**config.mk**
```make
export PLATFORM = sky130hd
export DESIGN_NAME = bp_io_fwd_wormhole_deserializer
export DESIGN_NICKNAME = d
export VERILOG_FILES = /design/src/rtl/bp_me_pkg.sv /design/src/rtl/bp_io_fwd_wormhole_deserializer.sv
export SDC_FILE = /design/constraint.sdc
export NUM_CORES = 1
export LEC_CHECK = 0
export BUFFER_PORTS_ARGS = -buffer_cell sky130_fd_sc_hd__buf_2
export CORE_AREA = 2 2 255 257
export CTS_BUF_LIST = sky130_fd_sc_hd__clkbuf_8 sky130_fd_sc_hd__clkbuf_16
export DETAILED_ROUTE_END_ITERATION = 10
export DIE_AREA = 0 0 257 259
export GPL_TIMING_DRIVEN = 0
export SYNTH_ARGS = -nofsm -noshare
export SYNTH_HDL_FRONTEND = slang
export SYNTH_SLANG_ARGS = --single-unit
```
**constraint.sdc**
```tcl
create_clock -name clk_i -period 42.8 [get_ports clk_i]
set_clock_uncertainty 0.1 [all_clocks]
set_input_delay 8.56 -clock clk_i [delete_from_list [all_inputs] [get_ports clk_i]]
set_output_delay 8.56 -clock clk_i [all_outputs]
set_load 0.01 [all_outputs]
```
**src/rtl/bp_me_pkg.sv**
```systemverilog
// Shared types and mem NoC header field layout for the I/O forward-path deserializer.
package bp_me_pkg;

   localparam int mem_noc_len_lsb_lp   = 0;
   localparam int mem_noc_len_width_lp = 4;

   typedef enum logic [1:0] {
      e_header = 2'b00,
      e_body   = 2'b01,
      e_out    = 2'b10
   } bp_io_deser_state_e;

endpackage

```
**src/rtl/bp_io_fwd_wormhole_deserializer.sv**
```systemverilog
// Reassembles wormhole packets (header + len body flits) from the mem-forward edge
// into one wide zero-padded packet word; flags packets longer than the buffer.
//
// state    | meaning
// e_header | waiting for a header flit; clears buffer and latches len
// e_body   | collecting body flits until len have been taken
// e_out    | packet presented on packet_o until the consumer accepts it
module bp_io_fwd_wormhole_deserializer
   import bp_me_pkg::*;
#(
   parameter int flit_width_p = 64,
   parameter int len_width_p  = mem_noc_len_width_lp,
   parameter int len_lsb_p    = mem_noc_len_lsb_lp,
   parameter int max_len_p    = 8
) (
   input  logic                                 clk_i,
   input  logic                                 reset_i,
   input  logic [flit_width_p-1:0]              link_data_i,
   input  logic                                 link_v_i,
   output logic                                 link_ready_and_o,
   output logic [flit_width_p*(max_len_p+1)-1:0] packet_o,
   output logic [len_width_p-1:0]               packet_len_o,
   output logic                                 packet_v_o,
   input  logic                                 packet_ready_and_i,
   output logic                                 overflow_o
);

   localparam logic [len_width_p-1:0] one_lp = len_width_p'(1);

   bp_io_deser_state_e          state_q, state_d;
   logic [len_width_p-1:0]      count_q, count_d;
   logic [len_width_p-1:0]      len_q, len_d;
   logic                        overflow_q, overflow_d;
   logic                        rdy_en_q, rdy_en_d;
   logic [flit_width_p-1:0]     buf_q [max_len_p+1];
   logic [flit_width_p-1:0]     buf_d [max_len_p+1];

   // Ready is held off until the first clock after reset release.
   assign rdy_en_d = 1'b1;

   always_comb begin
      state_d          = state_q;
      count_d          = count_q;
      len_d            = len_q;
      overflow_d       = overflow_q;
      buf_d            = buf_q;
      link_ready_and_o = 1'b0;
      packet_v_o       = 1'b0;

      case (state_q)
         e_header: begin
            link_ready_and_o = rdy_en_q;
            if (link_v_i && rdy_en_q) begin
               for (int k = 0; k <= max_len_p; k++) buf_d[k] = '0;
               buf_d[0] = link_data_i;
               len_d    = link_data_i[len_lsb_p +: len_width_p];
               count_d  = '0;
               state_d  = (len_d == '0) ? e_out : e_body;
            end
         end
         e_body: begin
            link_ready_and_o = rdy_en_q;
            if (link_v_i && rdy_en_q) begin
               // Flits past the buffer depth are dropped but still counted.
               for (int k = 1; k <= max_len_p; k++) begin
                  if (int'(count_q) == k - 1) buf_d[k] = link_data_i;
               end
               if (int'(count_q) >= max_len_p) overflow_d = 1'b1;
               count_d = count_q + one_lp;
               if (count_q == len_q - one_lp) state_d = e_out;
            end
         end
         e_out: begin
            packet_v_o = 1'b1;
            if (packet_ready_and_i) state_d = e_header;
         end
         default: state_d = e_header;
      endcase
   end

   always_ff @(posedge clk_i or posedge reset_i) begin
      if (reset_i) begin
         state_q    <= e_header;
         count_q    <= '0;
         len_q      <= '0;
         overflow_q <= 1'b0;
         rdy_en_q   <= 1'b0;
         for (int k = 0; k <= max_len_p; k++) buf_q[k] <= '0;
      end else begin
         state_q    <= state_d;
         count_q    <= count_d;
         len_q      <= len_d;
         overflow_q <= overflow_d;
         rdy_en_q   <= rdy_en_d;
         for (int k = 0; k <= max_len_p; k++) buf_q[k] <= buf_d[k];
      end
   end

   always_comb begin
      packet_o = '0;
      for (int k = 0; k <= max_len_p; k++) begin
         packet_o[k*flit_width_p +: flit_width_p] = buf_q[k];
      end
   end

   assign packet_len_o = len_q;
   assign overflow_o   = overflow_q;

endmodule

```
* Word level (Yosys, flattened, before mapping) *
Cells that the tools add are included.

storage, ports and cells
  flip-flop bits (word level) = 588
  input port bits = 68

operators by class
  add/sub/neg operators = 2
  $lt $le $gt $ge = 1
  equal/unequal tests = 22
  multiplexer cells = 22
  reduce and logical (&&, ||, !) cells = 18

operators by type and width
  operator                                                             count
  512-bit two-way mux                                                  2
  512-bit one-hot mux with 2 select lines                              1
  64-bit two-way mux                                                   8
  4-bit AND reduction                                                  9
  2-bit inequality test (second input constant)                        12
  4-bit == test (second input constant)                                4
  2-bit two-way mux                                                    5
  4-bit by 3-bit == test with 1-bit output (second input constant)     2
  4-bit zero test                                                      2
  4-bit two-way mux                                                    2
  4-bit one-hot mux with 2 select lines                                1
  2-bit one-hot mux with 3 select lines                                1
  3-bit AND reduction                                                  2
  4-bit by 1-bit adder with 4-bit output (second input constant)       1
  4-bit by 2-bit == test with 1-bit output (second input constant)     1
  4-bit == test                                                        1
  4-bit greater-or-equal comparator (second input constant)            1
  4-bit by 1-bit subtractor with 4-bit output (second input constant)  1
  2-bit by 1-bit == test with 1-bit output (second input constant)     1
  2-bit == test (second input constant)                                1
  2-bit zero test                                                      1
  1-bit two-way mux                                                    2
  2-bit AND reduction                                                  1
  2-bit nonzero test                                                   1
  other kinds (2)                                                      2

* Depth between registers and ports, before layout *
Gate-level depths: netlist of run 1.

  depth after elaboration = 5
  depth in mapped cells = 7

* Worst setup path after synthesis of run 1 *
No wires, ideal clock.

  path type = input -> register
  start point = input link_v_i
  end point = register len_q[0], in the netlist packet_len_o[0]
  library setup time = 0.125 ns
  arrival = 9.485 ns
  setup slack = 33.091 ns
  stages on the path = 5
  path buffers = 3
  path through = nand4bb_1 buf_2 buf_2 buf_2 mux2_2

between the ends
  cells in the longest elaborated chain, start to end = 2

RTL lines
  item                           line                                   source
  start, declared                bp_io_fwd_wormhole_deserializer.sv:19  input logic link_v_i,
  1-bit logical AND              bp_io_fwd_wormhole_deserializer.sv:53  if (link_v_i && rdy_en_q) begin
  2-bit AND reduction (no line)  --
  end signal, assigned           bp_io_fwd_wormhole_deserializer.sv:92  len_q <= len_d;
  end, declared                  bp_io_fwd_wormhole_deserializer.sv:32  logic [len_width_p-1:0] len_q, len_d;

No other way between the ends.
A chain may end at the register's enable or synchronous reset.

* Worst setup path after layout of run 1 *
  start point = register state_q[0]
  end point = output packet_v_o

between the ends
  cells in the longest elaborated chain, start to end = 2

RTL lines
  item                    line                                   source
  start, declared         bp_io_fwd_wormhole_deserializer.sv:30  bp_io_deser_state_e state_q, state_d;
  start signal, assigned  bp_io_fwd_wormhole_deserializer.sv:83  state_q <= e_header;
  start signal, assigned  bp_io_fwd_wormhole_deserializer.sv:90  state_q <= state_d;
  2-bit == test           bp_io_fwd_wormhole_deserializer.sv:50  case (state_q)
  1-bit two-way mux       bp_io_fwd_wormhole_deserializer.sv:50
  end, declared           bp_io_fwd_wormhole_deserializer.sv:23  output logic packet_v_o,

No other way between the ends.

==> run summary, run 1 <==
Slew at the pin with the worst max-slew slack - 0.909 ns
Outcome - complete, no violations
WL per Instance - 23.5 um
Largest family of logic cells by synthesized area - multiplexers
Most frequent cells in the layout - 686 x buf_2, 584 x dfrtp_1, 449 x nand2_1
DIE AREA - 66600 um^2
Tcrit/Tclk final - 23.9%
Reg2reg path depth - 6
P_leak - 18.0 nW
Latest clock arrival within the worst-skew pair - 0.61 ns
Commonest non-fill, non-tap cell in the layout - buf_2
Global-route wire length before repair - 121 mm
Mapped Nets - 1926
Hold buffers post-CTS - 0
Power share of the clock group - 22.2%
Cell row count - 93
Final hold vios - 0
Crit path capture type - primary output
DRC - 0
Max Clock Freq - 97.8 MHz
Post-CTS Setup Bufs - 0
Post-route minimum period - 10.23 ns
Synthesized-area fraction occupied by adder cells - 0.262%
CTS tree - yes
Critical path class - flip-flop to primary output
Pint - 0.00152 W
Initial antenna violation count - 3
Simple-gate portion of the synthesized area - 9.51%
GPL Wtd Cong - 0.906
NetSw - 0.000945 W
Cell Area, Synth - 23900 um^2
DRT Wirelength - 81.8 mm
Initial cell density of the core - 37.3%
Xor/xnor share of the synthesized area - 0.283%
Num CTS Buffers - 61
Setup TNS - 0 ns
Gate Count Post-Synth - 1853
Min-delay worst type - flip-flop to flip-flop
Max-slew violations - 0
Clk Tree Root Cell - clkbuf_16
Hold path cells - 1
Final #Nets - 2643
Pre-antenna DRT Iters - 5
Ys flop type - dfrtp_1
Sequential cell area fraction in the yosys report - 61.3%
DP HPWL - 60.0 mm
Chip height - 259 um
Syn Area/Cell - 12.9 um^2
Synth warn - 0
Die X - 257 um
Crit path DAT - 1.57 ns
Combinational Power Share - 39.5%
Startpoint Class - flip-flop
Layout cells sized above 1 - 38.5%
Area occupied by multi-input gates - 8500 um^2
Post-CTS resize count - 0
Sw Share - 38.4%
Slew headroom - 39.2%
Worst hold slack - 0.378 ns
Maximum VDD drop - 0.0463 mV
RSZ-0062 raised after global routing - no
Vias in the first global route - 18500
Vias per cell - 5.00
Seq cells post-synth - 584
Pin count of the biggest net entering global routing - 134
IO Count - 651
Seq pwr share - 38.3%
Power Density - 81.0 nW/um^2
Area added between synthesis and finish - 27.4%
Core Area - 63900 um^2
CTS H-tree depth - 2
Max-cap violations - 0
Final setup viols - 0
Tot GR Track Use - 24.1%
Post-synth ARST share - 100%
Worst-path clk slew - 0.06 ns
Clock Tree Buf Depth - 3
Reg area - 14600 um^2
Fill cell count - 5868
I/O Buffers - 650
Detail Route Antenna Nets - 0
Synth Area in Compound Gates - 0.388%
Clk sinks - 584
Critical Path Fanout Max - 10
Number of synthesized flops with an enable pin - 0
Mux share of post-synthesis cell area - 25.2%
Violation count after the first detailed-route iteration - 1084
Via count - 17400
Data required, critical path - 34.14 ns
Grt total ovfl - 0
Library cells used by synthesis - 38
## final timing paths
kind	start	to	slack, ns
min in group asynchronous	reset_i	packet_o[500]	7.98
max in group asynchronous	reset_i	packet_o[13]	32.82
worst min register to register	overflow_o	overflow_o	0.38
worst max-delay path	state_q[0]	packet_v_o	32.57
worst min-delay path	overflow_o	overflow_o	0.38
worst max register to register	count_q[0]	packet_o[113]	40.02
## cell type report
class / count / share of cell area (%)
multi-input combinational: 1137 / 28.0
clock inverter: 37 / 1.08
buffer: 125 / 2.34
clock buffer: 76 / 5.78
sequential: 584 / 48.1
antenna: 1 / 0.00824
timing repair buffer: 654 / 11.1
inverter: 7 / 0.111
tap: 855 / 3.52
## kinds of logic after synthesis
kind of cell,after synthesis
buffers and inverters,132
adders and majority gates,5
and+or+nand+nor,538
muxes,576
other,1
DFF,584
xor gates and xnor gates,6
AOI/OAI and AO/OA,11
## power by group through the flow
stage | Sequential (W) | Clock [W] | Combinational [W]
6_report | 0.000944 | 0.000547 | 0.000971
5_1_grt | 0.000973 | 0.000580 | 0.00105
4_1_cts | 0.000942 | 0.000558 | 0.000981
3_5_place_dp | 0.000947 | 0 | 0.000979
3_3_place_gp | 0.000940 | 0 | 0.000957
2_1_floorplan | 0.00106 | 0 | 0.000381
## stage by stage
| stage | util (%) | power, W | cells | instance area [um^2] | setup slack (ns) |
|---|---|---|---|---|---|
| finish | 47.6 | 0.00246 | 3476 | 30400 | 32.57 |
| global route | 47.6 | 0.00260 | 3476 | 30400 | 32.53 |
| CTS | 47.5 | 0.00248 | 3475 | 30400 | 32.54 |
| detailed placement | 44.3 | 0.00193 | 3362 | 28300 | 32.03 |
| global placement | 44.1 | 0.00190 | 3358 | 28200 | 11.94 |
| floorplan | - | 0.00144 | 1853 | 23900 | 17.80 |
## Yosys cell counts, types with 2 or more instances
| cell | number | area share [%] |
|---|---|---|
| xor2_1 | 2 | 0.073 |
| buf_6 | 6 | 0.28 |
| xnor2_1 | 3 | 0.11 |
| nand2_1 | 449 | 7.1 |
| dfrtp_1 | 584 | 61 |
| ha_1 | 5 | 0.26 |
| nand3b_1 | 4 | 0.13 |
| nor2b_1 | 2 | 0.052 |
| clkbuf_1 | 43 | 0.68 |
| mux2i_1 | 384 | 16 |
| buf_4 | 40 | 1.3 |
| nor2_1 | 2 | 0.031 |
| mux2_1 | 20 | 0.94 |
| nand3_1 | 6 | 0.13 |
| mux2_2 | 172 | 8.1 |
| and2_1 | 64 | 1.7 |
| a21oi_4 | 2 | 0.14 |
| inv_1 | 7 | 0.11 |
| nor3_1 | 2 | 0.042 |
| o21ai_0 | 3 | 0.063 |
| buf_2 | 36 | 0.76 |
## critical path, stage by stage, from the launching register on
cell and delay [ns]:
dfrtp_1 0.38, buf_2 0.21, nor2_1 0.19, buf_2 0.16
## state kept, by name (all words and copies together) (netlist names)
name / flops
overflow_o: 1
count_q: 4
packet_o: 573
state_q: 2
rdy_en_q: 1
packet_len_o: 3
## routing by layer
layer  vias up  part of all wire [%]  track usage [%]
li1       7651                     -                -
met1      9004                    41             30.1
met2       581                    49             40.9
met3       148                   6.5             6.06
met4         0                   3.6             8.24
met5         -                     0                0
Note: power is estimated with default switching activity, not from simulation.
==> run 2: changes to the inputs <==
--- a/config.mk
+++ b/config.mk
@@ -6,10 +6,10 @@
 export NUM_CORES = 1
 export LEC_CHECK = 0
 export BUFFER_PORTS_ARGS = -buffer_cell sky130_fd_sc_hd__buf_2
-export CORE_AREA = 2 2 255 257
+export CORE_AREA = 2 2 257 259
 export CTS_BUF_LIST = sky130_fd_sc_hd__clkbuf_8 sky130_fd_sc_hd__clkbuf_16
 export DETAILED_ROUTE_END_ITERATION = 10
-export DIE_AREA = 0 0 257 259
+export DIE_AREA = 0 0 259 261
 export GPL_TIMING_DRIVEN = 0
 export SYNTH_ARGS = -nofsm -noshare
 export SYNTH_HDL_FRONTEND = slang
==> constraint.sdc (replaced) <==
create_clock -name clk_i -period 9.6 [get_ports clk_i]
set_clock_uncertainty 0.1 [all_clocks]
set_input_delay 1.92 -clock clk_i [delete_from_list [all_inputs] [get_ports clk_i]]
set_output_delay 1.92 -clock clk_i [all_outputs]
set_load 0.01 [all_outputs]
==> run 2 against run 1 <==
Effect of this change: final cell count up 0.78%; clock power grew to 4.8 times the previous value; register-to-register slack got worse by 33 ns; worst hold slack got worse by 0.0057 ns; combinational power grew to 4.5 times the previous value.
==> run summary, run 2 (same netlist as run 1, synthesis figures left out) <==
Slew at the pin with the worst max-slew slack - 0.809 ns (-0.100 ns)
Vias per cell - 4.95 (-1.1%)
Num CTS Buffers - 66 (+8.2%)
Post-CTS Setup Bufs - 0 (unchanged)
Initial antenna violation count - 3 (unchanged)
Via count - 17300 (-0.30%)
Reg2reg path depth - 6 (unchanged)
Max stage delay on crit path - 0.38 ns (about the same)
Largest register FFs - 573 (unchanged)
Clock Tree Buf Depth - 3 (unchanged)
DP HPWL - 61.2 mm (+2.0%)
Crit path DAT - 1.50 ns (-0.07 ns)
Layout cells sized above 1 - 39.2% (+0.66 points)
Final hold vios - 0 (unchanged)
DRC - 0 (unchanged)
Final #Nets - 2660 (+0.64%)
Post-route minimum period - 3.52 ns
Crit path capture type - primary output
Crit path cell chain - buf_2 -> nor2_1 -> buf_2
Clk sinks - 584 (unchanged)
Tot GR Track Use - 23.9% (-0.27 points)
Slew headroom - 45.9% (+6.7 points)
Most frequent CP cell - buf_2
Worst Path Buf+Inv - 2 (unchanged)
Min-delay src - overflow_o
Pin count of the biggest net entering global routing - 45 (-66%)
Pre-antenna DRT Iters - 5 (unchanged)
Power Density - 363 nW/um^2 (+350%)
Vias in the first global route - 18300 (-1.3%)
Placed insts - 3383 (+0.62%)
Post-CTS resize count - 0 (unchanged)
Final setup viols - 0 (unchanged)
Die X - 259 um (+0.78%)
Min-delay worst type - flip-flop to flip-flop
Most frequent cells in the layout - 686 x buf_2, 584 x dfrtp_1, 449 x nand2_1
Commonest non-fill, non-tap cell in the layout - buf_2
Startpoint Class - flip-flop
Outcome - complete, no violations
Critical Path Fanout Max - 10 (unchanged)
Detail Route Antenna Nets - 0 (unchanged)
IO Count - 651 (unchanged)
Worst hold slack - 0.373 ns (-0.00569 ns)
Hold path cells - 1 (unchanged)
Placed Area - 28500 um^2 (+0.80%)
GPL Wtd Cong - 0.861 (-5.0%)
Reg-to-Reg Start - state_q[1]
Worst-path clk slew - 0.06 ns (about the same)
Slowest CP cell - dfrtp_1
Global-route wire length before repair - 120 mm (-0.88%)
Maximum VDD drop - 0.175 mV (+280%)
Worst path depth - 3 (unchanged)
Area added between synthesis and finish - 29.3%
Finished Core Util - 47.4% (-0.14 points)
Latest clock arrival within the worst-skew pair - 0.60 ns (about the same)
I/O Buffers - 650 (unchanged)
Core Area - 65000 um^2 (+1.8%)
Clk Tree Root Cell - clkbuf_16
Fill cell count - 5978 (+1.9%)
Max Clock Freq - 284 MHz
DRT Wirelength - 82.3 mm (+0.56%)
Violation count after the first detailed-route iteration - 939 (-13%)
Grt total ovfl - 0 (unchanged)
DIE AREA - 67600 um^2 (+1.6%)
Data required, critical path - 7.58 ns (-26.56 ns)
Chip height - 261 um (+0.77%)
Final Instance Area - 30800 um^2 (+1.5%)
CTS tree - yes
WL per Instance - 23.5 um (-0.22%)
RSZ-0062 raised after global routing - no
Top cell family by delay on the critical path - flip-flops
Setup TNS - 0 ns (unchanged)
Fin cells - 3503 (+0.78%)
Cell row count - 94 (+1.1%)
Tcrit/Tclk final - 36.7%
Max-cap violations - 0 (unchanged)
Hold buffers post-CTS - 0 (unchanged)
CP startpoint - state_q[0]
P_leak - 18.2 nW (+1.0%)
Max-slew violations - 0 (unchanged)
CTS H-tree depth - 3 (+1)
Critical path class - flip-flop to primary output
Initial cell density of the core - 36.7% (-0.66 points)
run 2: cell type report:
type	count	area, um^2	area share, %
flip-flops and latches	584	14600	47.4
multi-input cells	1137	8500	27.6
repair buffers	666	3580	11.6
clock buffers	87	1970	6.40
well taps	864	1080	3.51
plain buffers	125	709	2.30
clock inverters	31	343	1.11
inverters	7	30.0	0.0974
diodes	2	5.00	0.0162
run 2: power breakdown:
| group | switching, W | leakage, nW | internal [W] |
|---|---|---|---|
| clock network | 0.00104 | 1.19 | 0.00161 |
| logic | 0.00259 | 9.50 | 0.00174 |
| registers | 0.000619 | 7.55 | 0.00359 |
| total | 0.00425 | 18.2 | 0.00694 |
run 2: metrics by stage:
step                setup slack, ns  total power (W)
finish                         6.08           0.0112
global route                   6.02           0.0118
CTS                            6.03           0.0113
detailed placement             5.38          0.00859
global placement              -3.51          0.00846
floorplan                    -0.379          0.00641
run 2: worst paths after layout:
path                            endpoint  slack (ns)
min in group asynchronous  packet_o[183]        1.33
hold / removal                overflow_o        0.37
max in group asynchronous  packet_o[399]        6.32
setup / recovery              packet_v_o        6.08
setup reg to reg           packet_o[518]        6.90
hold reg to reg               overflow_o        0.37
run 2: per-layer routing:
layer | up-vias | wire, um | track usage (%)
met5 | - | 0 | 0
met4 | 0 | 3460 | 10.2
met3 | 177 | 5550 | 6.39
met2 | 561 | 40100 | 39.5
met1 | 8910 | 33200 | 29.5
li1 | 7684 | - | -
